`config.mk`:
```
export PLATFORM = sky130hd
export DESIGN_NAME = eq_smpl_sched
export DESIGN_NICKNAME = d
export VERILOG_FILES = /design/src/rtl/eq_smpl_sched.sv
export SDC_FILE = /design/constraint.sdc
export NUM_CORES = 1
export LEC_CHECK = 0
export CAP_MARGIN = 20
export CORE_AREA = 2 2 79 81
export CTS_CLUSTER_DIAMETER = 120
export DETAILED_ROUTE_END_ITERATION = 10
export DIE_AREA = 0 0 81 83
export MAX_ROUTING_LAYER = met4
export PLACE_DENSITY_LB_ADDON = 0.3
export SLEW_MARGIN = 40
export SYNTH_ARGS = -nofsm -noshare
export SYNTH_HDL_FRONTEND = slang
export SYNTH_SLANG_ARGS = --single-unit
```
`constraint.sdc`:
```
create_clock -name clk -period 3.1 [get_ports clk]
set_input_delay 0.62 -clock clk [delete_from_list [all_inputs] [get_ports clk]]
set_output_delay 0.62 -clock clk [all_outputs]
set_load 0.01 [all_outputs]
```
`src/rtl/eq_smpl_sched.sv`:
```
// Per-sample scheduler for the equalizer datapath: queue write strobes per codec
// sample and a single out_latch once every issued FIR pass has finished.
module eq_smpl_sched #(
  parameter int unsigned DECIM    = 2,
  parameter int unsigned START_TO = 8,
  parameter int unsigned SEQ_TO   = 1100
) (
  input  logic        clk,
  input  logic        rst,
  input  logic        en,
  input  logic        valid,
  input  logic        seq_lo,
  input  logic        seq_hi,
  input  logic        clr_err,
  output logic        wrt_lo,
  output logic        wrt_hi,
  output logic        out_latch,
  output logic        busy,
  output logic        overrun,
  output logic        timeout,
  output logic [15:0] smpl_cnt
);

  localparam int unsigned   TMAX       = (SEQ_TO > START_TO) ? SEQ_TO : START_TO;
  localparam int unsigned   TW         = $clog2(TMAX + 1);
  localparam logic [2:0]    PH_LAST    = 3'(DECIM - 1);
  localparam logic [TW-1:0] START_LAST = TW'(START_TO - 1);
  localparam logic [TW-1:0] SEQ_LAST   = TW'(SEQ_TO - 1);

  typedef enum logic [2:0] {
    S_IDLE       = 3'd0,
    S_WRITE      = 3'd1,
    S_WAIT_START = 3'd2,
    S_WAIT_DONE  = 3'd3,
    S_LATCH      = 3'd4
  } state_e;

  state_e        state_q;
  logic          valid_q;
  logic          arm_q;
  logic          lo_issued_q;
  logic [2:0]    phase_q;
  logic [TW-1:0] timer_q;
  logic          wrt_lo_q;
  logic          wrt_hi_q;
  logic          out_latch_q;
  logic          busy_q;
  logic          overrun_q;
  logic          timeout_q;
  logic [15:0]   smpl_cnt_q;

  logic rise_s;
  logic seq_act_s;
  logic ovr_set_s;
  logic tmo_set_s;

  // arm_q keeps a level held high across reset release from looking like a new sample
  assign rise_s    = valid & ~valid_q & arm_q;
  assign seq_act_s = seq_hi | (lo_issued_q & seq_lo);
  assign ovr_set_s = rise_s & (state_q != S_IDLE);
  assign tmo_set_s = (state_q == S_WAIT_DONE) & seq_act_s & (timer_q == SEQ_LAST);

  // valid edge-detect history
  always_ff @(posedge clk) begin
    if (rst) begin
      valid_q <= 1'b0;
      arm_q   <= ~valid;
    end else begin
      valid_q <= valid;
      arm_q   <= arm_q | ~valid;
    end
  end

  // scheduler FSM with its registered strobes
  always_ff @(posedge clk) begin
    if (rst) begin
      state_q     <= S_IDLE;
      phase_q     <= 3'd0;
      lo_issued_q <= 1'b0;
      timer_q     <= '0;
      wrt_lo_q    <= 1'b0;
      wrt_hi_q    <= 1'b0;
      out_latch_q <= 1'b0;
      busy_q      <= 1'b0;
      smpl_cnt_q  <= 16'd0;
    end else begin
      wrt_lo_q    <= 1'b0;
      wrt_hi_q    <= 1'b0;
      out_latch_q <= 1'b0;
      case (state_q)
        S_IDLE: begin
          timer_q <= '0;
          if (rise_s && en) begin
            state_q <= S_WRITE;
            busy_q  <= 1'b1;
          end else begin
            state_q <= S_IDLE;
            busy_q  <= 1'b0;
          end
        end
        S_WRITE: begin
          wrt_hi_q    <= 1'b1;
          wrt_lo_q    <= (phase_q == 3'd0);
          lo_issued_q <= (phase_q == 3'd0);
          phase_q     <= (phase_q == PH_LAST) ? 3'd0 : phase_q + 3'd1;
          timer_q     <= '0;
          state_q     <= S_WAIT_START;
        end
        S_WAIT_START: begin
          if (seq_act_s) begin
            timer_q <= '0;
            state_q <= S_WAIT_DONE;
          end else if (timer_q == START_LAST) begin
            // no FIR pass started: the write only primed the queue
            timer_q <= '0;
            busy_q  <= 1'b0;
            state_q <= S_IDLE;
          end else begin
            timer_q <= timer_q + TW'(1);
          end
        end
        S_WAIT_DONE: begin
          if (!seq_act_s) begin
            timer_q     <= '0;
            out_latch_q <= 1'b1;
            smpl_cnt_q  <= smpl_cnt_q + 16'd1;
            state_q     <= S_LATCH;
          end else if (timer_q == SEQ_LAST) begin
            timer_q <= '0;
            busy_q  <= 1'b0;
            state_q <= S_IDLE;
          end else begin
            timer_q <= timer_q + TW'(1);
          end
        end
        S_LATCH: begin
          busy_q  <= 1'b0;
          state_q <= S_IDLE;
        end
        default: begin
          timer_q <= '0;
          busy_q  <= 1'b0;
          state_q <= S_IDLE;
        end
      endcase
    end
  end

  // sticky error flags; a new set condition beats clr_err
  always_ff @(posedge clk) begin
    if (rst) begin
      overrun_q <= 1'b0;
      timeout_q <= 1'b0;
    end else begin
      if (ovr_set_s) begin
        overrun_q <= 1'b1;
      end else if (clr_err) begin
        overrun_q <= 1'b0;
      end else begin
        overrun_q <= overrun_q;
      end
      if (tmo_set_s) begin
        timeout_q <= 1'b1;
      end else if (clr_err) begin
        timeout_q <= 1'b0;
      end else begin
        timeout_q <= timeout_q;
      end
    end
  end

  assign wrt_lo    = wrt_lo_q;
  assign wrt_hi    = wrt_hi_q;
  assign out_latch = out_latch_q;
  assign busy      = busy_q;
  assign overrun   = overrun_q;
  assign timeout   = timeout_q;
  assign smpl_cnt  = smpl_cnt_q;

endmodule

```
==> flow_metrics.py, run 1 <==
metrics = {
    "synth": {
        "synthArstFlopShare_pct": 0,
        "synth_ff_type": "dfxtp_1",
        "syn_nets": 232,
        "yosysTopAreaCellShare_pct": 41.82,
        "synth.avg_cell_area_um2": 9.016,
        "syn-cell-area_mm2": 0.002011,
        "synthCells": 223,
        "synth_area_leaders": "dfxtp_1, nor2_1, xnor2_1",
        "ys_seq_area_share_pct": 41.82,
        "ys_warn_count": 0,
        "synth_edf_count": 0,
        "synth_area_leader_cell": "dfxtp_1",
        "synth_cell_types": 50,
        "ys_ff_latch": 42,
    },
    "clocking": {
        "postCtsResizedCells": 0,
        "htree_levels": 2,
        "clk-insertion-delay-late_ps": 290,
        "hold_buffers": 0,
        "clkSinkCount": 42,
        "cts_max_path_buffers": 2,
        "post_cts_buffers": 0,
        "cts_tree": "yes",
        "cts.clk_slew.worst_paths_ps": 80,
        "root_buffer": "clkbuf_8",
        "cts_buffers": 5,
    },
    "timing": {
        "fmax_mhz": 446.7,
        "relSlewSlack_pct": 54.65,
        "finalSetupViolations": 0,
        "fin_tns_setup_ps": 0,
        "setup_slack_ps": 861.3,
        "fin_skew_ps": 7.523,
        "fin_crit_sh_pct": 72.22,
        "hold_ws_ps": 469.8,
        "tightest_slew_ps": 679.3,
        "rsz0062_at_grt": "false",
        "fin_crit_ps": 2239,
        "drv_slew": 0,
        "finalHoldViolCount": 0,
    },
    "detailed_routing": {
        "wl_met1_mm": 2.058,
        "drtIter0Drc": 115,
        "drt_wl_total_mm": 4.054,
        "top_layer_used": "met4",
        "wl_met2_mm": 1.743,
        "drc_errors": 0,
        "num_vias": 1667,
        "avgRoutedWirePerCell_um": 12.32,
        "drt-pass1-iter-count": 4,
        "antenna_left": 0,
        "dr_wl_met3_um": 201,
        "viasPerCell": 5.067,
    },
    "cells_and_area": {
        "drive_above_1_share_pct": 9.843,
        "diodes": 0,
        "multi_input_area_mm2": 0.001097,
        "fin_nets": 262,
        "n_fill_cell": 621,
        "layout_commonest_cell": "dfxtp_1",
        "seqCellArea_um2": 840.8,
        "layout.cells.non_filler": 329,
        "syn2layout_area_growth_pct": 21.97,
        "final_cell_mix": "dfxtp_1, nor2_1, clkdlybuf4s50_1",
    },
    "critical_path": {
        "cp.depth": 6,
        "worstReg2RegEnd": "timer_q[3]",
        "cpPeakStageDelay_ps": 570,
        "cp-startpoint": "seq_lo",
        "critPathCaptureType": "flip-flop",
        "cp_max_fo": 16,
        "cp.arrival_ps": 2460,
        "cp_num_buf_inv": 1,
        "r2r_slack_ps": 1160,
        "path_cells": "clkdlybuf4s50_1, a21oi_4, nand3_4, o32ai_4, a41oi_1, a31oi_1",
        "ff2ff_path_depth": 6,
        "r2r-start": "timer_q[0]",
        "cp_top_family": "compound AO/OA/AOI/OAI gates",
        "critPathLaunchType": "input port",
        "worstSetupPathType": "input port to flip-flop",
        "cp-endpoint": "timer_q[3]",
        "crit_required_ps": 3320,
        "cp_slowest_cell": "o32ai_4",
    },
    "placement": {
        "place_inst": 321,
        "io_buffer_count": 28,
        "place_hpwl_mm": 2.871,
        "place_congestion": 0.7749,
        "dpl_worst_slack_ps": 525.8,
    },
    "die": {
        "die_height_um": 83,
        "row_count": 28,
        "die-area_mm2": 0.006723,
        "initial_core_util_pct": 34.57,
        "die_w_um": 81,
        "core_area_mm2": 0.005816,
        "num_io_pins": 29,
    },
    "global_route": {
        "grtUsageTotal_pct": 13.11,
        "grt_pass1_vias": 1509,
        "grt_pass1_wl_mm": 6.872,
        "antenna_found_initial": 0,
        "grt_overflow": 0,
        "grt_start_max_net_pins": 25,
    },
    "job": {
        "cap_violations": 0,
    },
    "outcome": {
        "status": "complete, no violations",
    },
    "power": {
        "p_leak_nw": 0.8252,
        "peakVddDrop_mv": 0.1587,
        "power_density_mw_per_mm2": 403.8,
    },
    "hold_path": {
        "hold_class": "flip-flop to flip-flop",
    },
}
[cell usage after synthesis (2+ instances only)]
cell type	n
o21ai_1	2
a31oi_1	6
nor3_1	10
nand4b_1	2
a21o_1	3
nand3_1	11
nor4_1	2
nand4_4	2
nor4_2	3
nor2b_1	3
and3_4	2
inv_1	8
o21ai_0	5
nor2_1	29
a22o_1	2
a21oi_1	15
mux2i_1	3
xor2_1	2
and2_1	2
nand2_1	16
clkbuf_1	4
nand2b_1	6
nand4_1	2
or3_1	4
dfxtp_1	42
xnor2_1	12
ha_1	2
[final cells by class]
cell class              count  area share [%]
flip-flops and latches     42           34.29
clock inverters             1          0.2041
repair buffers             30           12.04
inverters                   9           1.378
clock buffers               7           3.520
well taps                  75           3.827
multi-input cells         165           44.74
[per-layer routing]
| metal | vias to the layer above | track usage [%] |
|---|---|---|
| met5 | - | - |
| met4 | 0 | 4.622 |
| met3 | 5 | 3.804 |
| met2 | 31 | 18.26 |
| met1 | 780 | 17.97 |
| li1 | 851 | - |
[logic make-up after synthesis]
group	count (synthesis)	synth area share, %
simple gates	105	30.99
flops	42	41.82
compound gates	41	14.75
buf+inv	16	3.609
xor+xnor	14	6.098
mux	3	1.494
fa+ha+maj	2	1.244
[report_power, final]
group	internal, mW	switching, mW	total [mW]
sequential	0.549	0.0162	0.565
clock	0.180	0.178	0.358
combinational	0.0304	0.0368	0.0672
[tightest hold or removal path: cells and delay by family (launching register included)]
family / cells / cell delay [ps]
AOI/OAI and AO/OA: 1 / 70
buffers and inverters: 1 / 40
DFF: 1 / 310
[per-stage QoR]
stage / utilization (%) / area, µm² / total power, mW
4_1_cts: 42.17 / 2452 / 1.007
3_3_place_gp: 40.60 / 2361 / 0.6448
2_1_floorplan: - / 2011 / 0.6227
6_report: 42.17 / 2452 / 0.9902
5_1_grt: 42.17 / 2452 / 1.037
3_5_place_dp: 40.60 / 2361 / 0.6457
[registers in the layout, indices dropped and copies added, names as in the netlist, 3 cells and up]
signal,flops
timer_q,11
smpl_cnt,16
phase_q,3
state_q,3
[how the worst min path moves through the flow]
stage / to / from / cells past startpoint
global route: overrun / overrun / 2
CTS: arm_q / arm_q / 2
floorplan: arm_q / arm_q / 2
finish: arm_q / arm_q / 2
global placement: arm_q / arm_q / 2
detailed placement: arm_q / arm_q / 2
Power figures use the tool's default switching activity.
==> run 2: changes to the inputs <==
Clock period 3.1 ns to 2.2 ns, I/O delays scaled along.
==> run 2 against run 1 <==
- count of clock-buffer cells in the layout shrank 2
- clock power grew 42%
- sequential share of layout area shrank 1.0 points
- die area is the same
- cell count grew 2.4%
- sequential cell count is the same
- non-clock buffer count grew 8
- register-to-register slack lost 750 ps
- wire length shrank 0.27%
- first-iteration DRC count shrank 18%
- clock skew grew 5.9 ps
- worst hold slack gained 3.9 ps
- critical endpoint is now smpl_cnt[15]
- largest cell class unchanged
- largest power group unchanged
==> flow_metrics.py, run 2 (synthesis results as in run 1) <==
metrics = {
    "die": {
        "die-area_mm2": 0.006723,
        "core_area_mm2": 0.005816,
        "die_w_um": 81,
        "row_count": 28,
        "num_io_pins": 29,
        "initial_core_util_pct": 34.57,
        "die_height_um": 83,
    },
    "power": {
        "power.internal_mw": 1.053,
        "pwr-share-seq_pct": 56.1,
        "power_density_mw_per_mm2": 558.4,
        "clock_power_share_pct": 35.9,
        "peakVddDrop_mv": 0.3018,
        "power_mw": 1.410,
        "p_comb_share_pct": 7.9,
        "p_leak_nw": 0.8594,
        "power_switching_share_pct": 25.32,
        "p_sw_mw": 0.3571,
    },
    "critical_path": {
        "cp.depth": 7,
        "ff2ff_path_depth": 6,
        "worstSetupPathType": "input port to flip-flop",
        "crit_required_ps": 2390,
        "worstReg2RegEnd": "timer_q[9]",
        "cp.arrival_ps": 2060,
        "cpPeakStageDelay_ps": 480,
        "r2r_slack_ps": 410,
        "cp_max_fo": 10,
        "cp_num_buf_inv": 2,
        "path_cells": "clkdlybuf4s50_1, a21oi_4, buf_4, nand4_4, nor4_1, xnor2_1, nor2_1",
        "critPathCaptureType": "flip-flop",
        "cp_slowest_cell": "clkdlybuf4s50_1",
        "cp_top_family": "buffers and inverters",
        "r2r-start": "timer_q[2]",
        "critPathLaunchType": "input port",
    },
    "global_route": {
        "grtUsageTotal_pct": 13.16,
        "grt_overflow": 0,
        "antenna_found_initial": 0,
        "grt_start_max_net_pins": 23,
        "grt_pass1_vias": 1509,
        "grt_pass1_wl_mm": 6.913,
    },
    "cells_and_area": {
        "fin_nets": 270,
        "largest_reg_flops": 16,
        "layout_commonest_cell": "dfxtp_1",
        "n_fill_cell": 629,
        "syn2layout_area_growth_pct": 25.64,
        "fin_util_pct": 43.44,
        "seqCellArea_um2": 840.8,
        "diodes": 0,
        "final_cell_mix": "dfxtp_1, nor2_1, clkdlybuf4s50_1",
        "multi_input_area_mm2": 0.001097,
        "drive_above_1_share_pct": 12.98,
    },
    "timing": {
        "fin_crit_sh_pct": 84.90,
        "finalHoldViolCount": 0,
        "fin_crit_ps": 1868,
        "fin_skew_ps": 13.43,
        "tightest_slew_ps": 659.0,
        "fmax_mhz": 535.4,
        "drv_slew": 0,
        "finalSetupViolations": 0,
        "relSlewSlack_pct": 56.01,
        "rsz0062_at_grt": "false",
        "fin_tns_setup_ps": 0,
    },
    "detailed_routing": {
        "drtIter0Drc": 94,
        "drt_wl_total_mm": 4.043,
        "antenna_left": 0,
        "drt-pass1-iter-count": 4,
        "avgRoutedWirePerCell_um": 12.00,
        "drc_errors": 0,
        "num_vias": 1660,
        "viasPerCell": 4.926,
    },
    "hold_path": {
        "hold_end": "arm_q",
        "min-delay-start": "arm_q",
        "hold_class": "flip-flop to flip-flop",
        "hold_path_depth": 2,
    },
    "placement": {
        "place_hpwl_mm": 2.844,
        "io_buffer_count": 28,
        "place_congestion": 0.7449,
    },
    "job": {
        "cap_violations": 0,
    },
    "outcome": {
        "status": "complete, no violations",
    },
    "clocking": {
        "postCtsResizedCells": 0,
        "htree_levels": 2,
        "post_cts_buffers": 0,
        "cts.clk_slew.worst_paths_ps": 90,
        "root_buffer": "clkbuf_8",
        "cts_tree": "yes",
        "clk-insertion-delay-late_ps": 300,
        "cts_buffers": 5,
        "cts_max_path_buffers": 2,
        "hold_buffers": 0,
        "clkSinkCount": 42,
    },
}
## run 2: cell types whose count changed in the layout (fill, tap and decap cells not counted)
cell,delta
buf_12,+1
buf_4,+7
clkbuf_1,-1
clkbuf_8,-1
clkinv_2,-1
clkinvlp_4,+2
inv_6,+1
## run 2: worst max path at each step
| stage | slack [ps] | to | startpoint |
|---|---|---|---|
| 6_report | 330 | smpl_cnt[15] | seq_lo |
| 2_1_floorplan | 520 | timer_q[10] | timer_q[0] |
| 3_3_place_gp | 30 | smpl_cnt[15] | seq_lo |
| 5_1_grt | 210 | smpl_cnt[15] | seq_lo |
| 4_1_cts | 330 | smpl_cnt[15] | seq_lo |
| 3_5_place_dp | 20 | smpl_cnt[15] | seq_lo |
## run 2: layout make-up
| cell class | count | share of cell area, % |
|---|---|---|
| clock buffers | 5 | 2.724 |
| clock inverters | 3 | 0.9411 |
| inverters | 9 | 1.337 |
| multi-input cells | 165 | 43.44 |
| flip-flops and latches | 42 | 33.28 |
| well taps | 75 | 3.715 |
| repair buffers | 38 | 14.56 |
## run 2: power groups by stage
stage | combinational (mW) | sequential (mW) | clock, mW
floorplan | 0.0745 | 0.803 | 0
global route | 0.124 | 0.795 | 0.565
finish | 0.112 | 0.792 | 0.507
detailed placement | 0.112 | 0.810 | 0
global placement | 0.112 | 0.810 | 0
CTS | 0.113 | 0.792 | 0.526
## run 2: through the flow
stage	worst slack (ps)	std cells	hold WS (ps)	cell area, µm²
2_1_floorplan	517.8	223	445.2	2011
3_3_place_gp	28.76	329	458.8	2434
3_5_place_dp	24.32	329	461.8	2434
4_1_cts	325.2	337	478.8	2526
5_1_grt	213.7	337	496.2	2526
6_report	332.2	337	473.7	2526
## run 2: metal layers
metal  share of wire (%)  vias up  track usage, %  routed length, µm
met5                   0        -               -                  0
li1                    -      865               -                  -
met3                 5.0        4           4.348                203
met1                  51      760           18.24               2075
met4                 1.1        0           4.160                 45
met2                  42       31           17.96               1718
## run 2: tightest hold or removal path, stage by stage (launching register included)
cell and delay, ps:
dfxtp_1 320, inv_1 40, o21ai_0 70
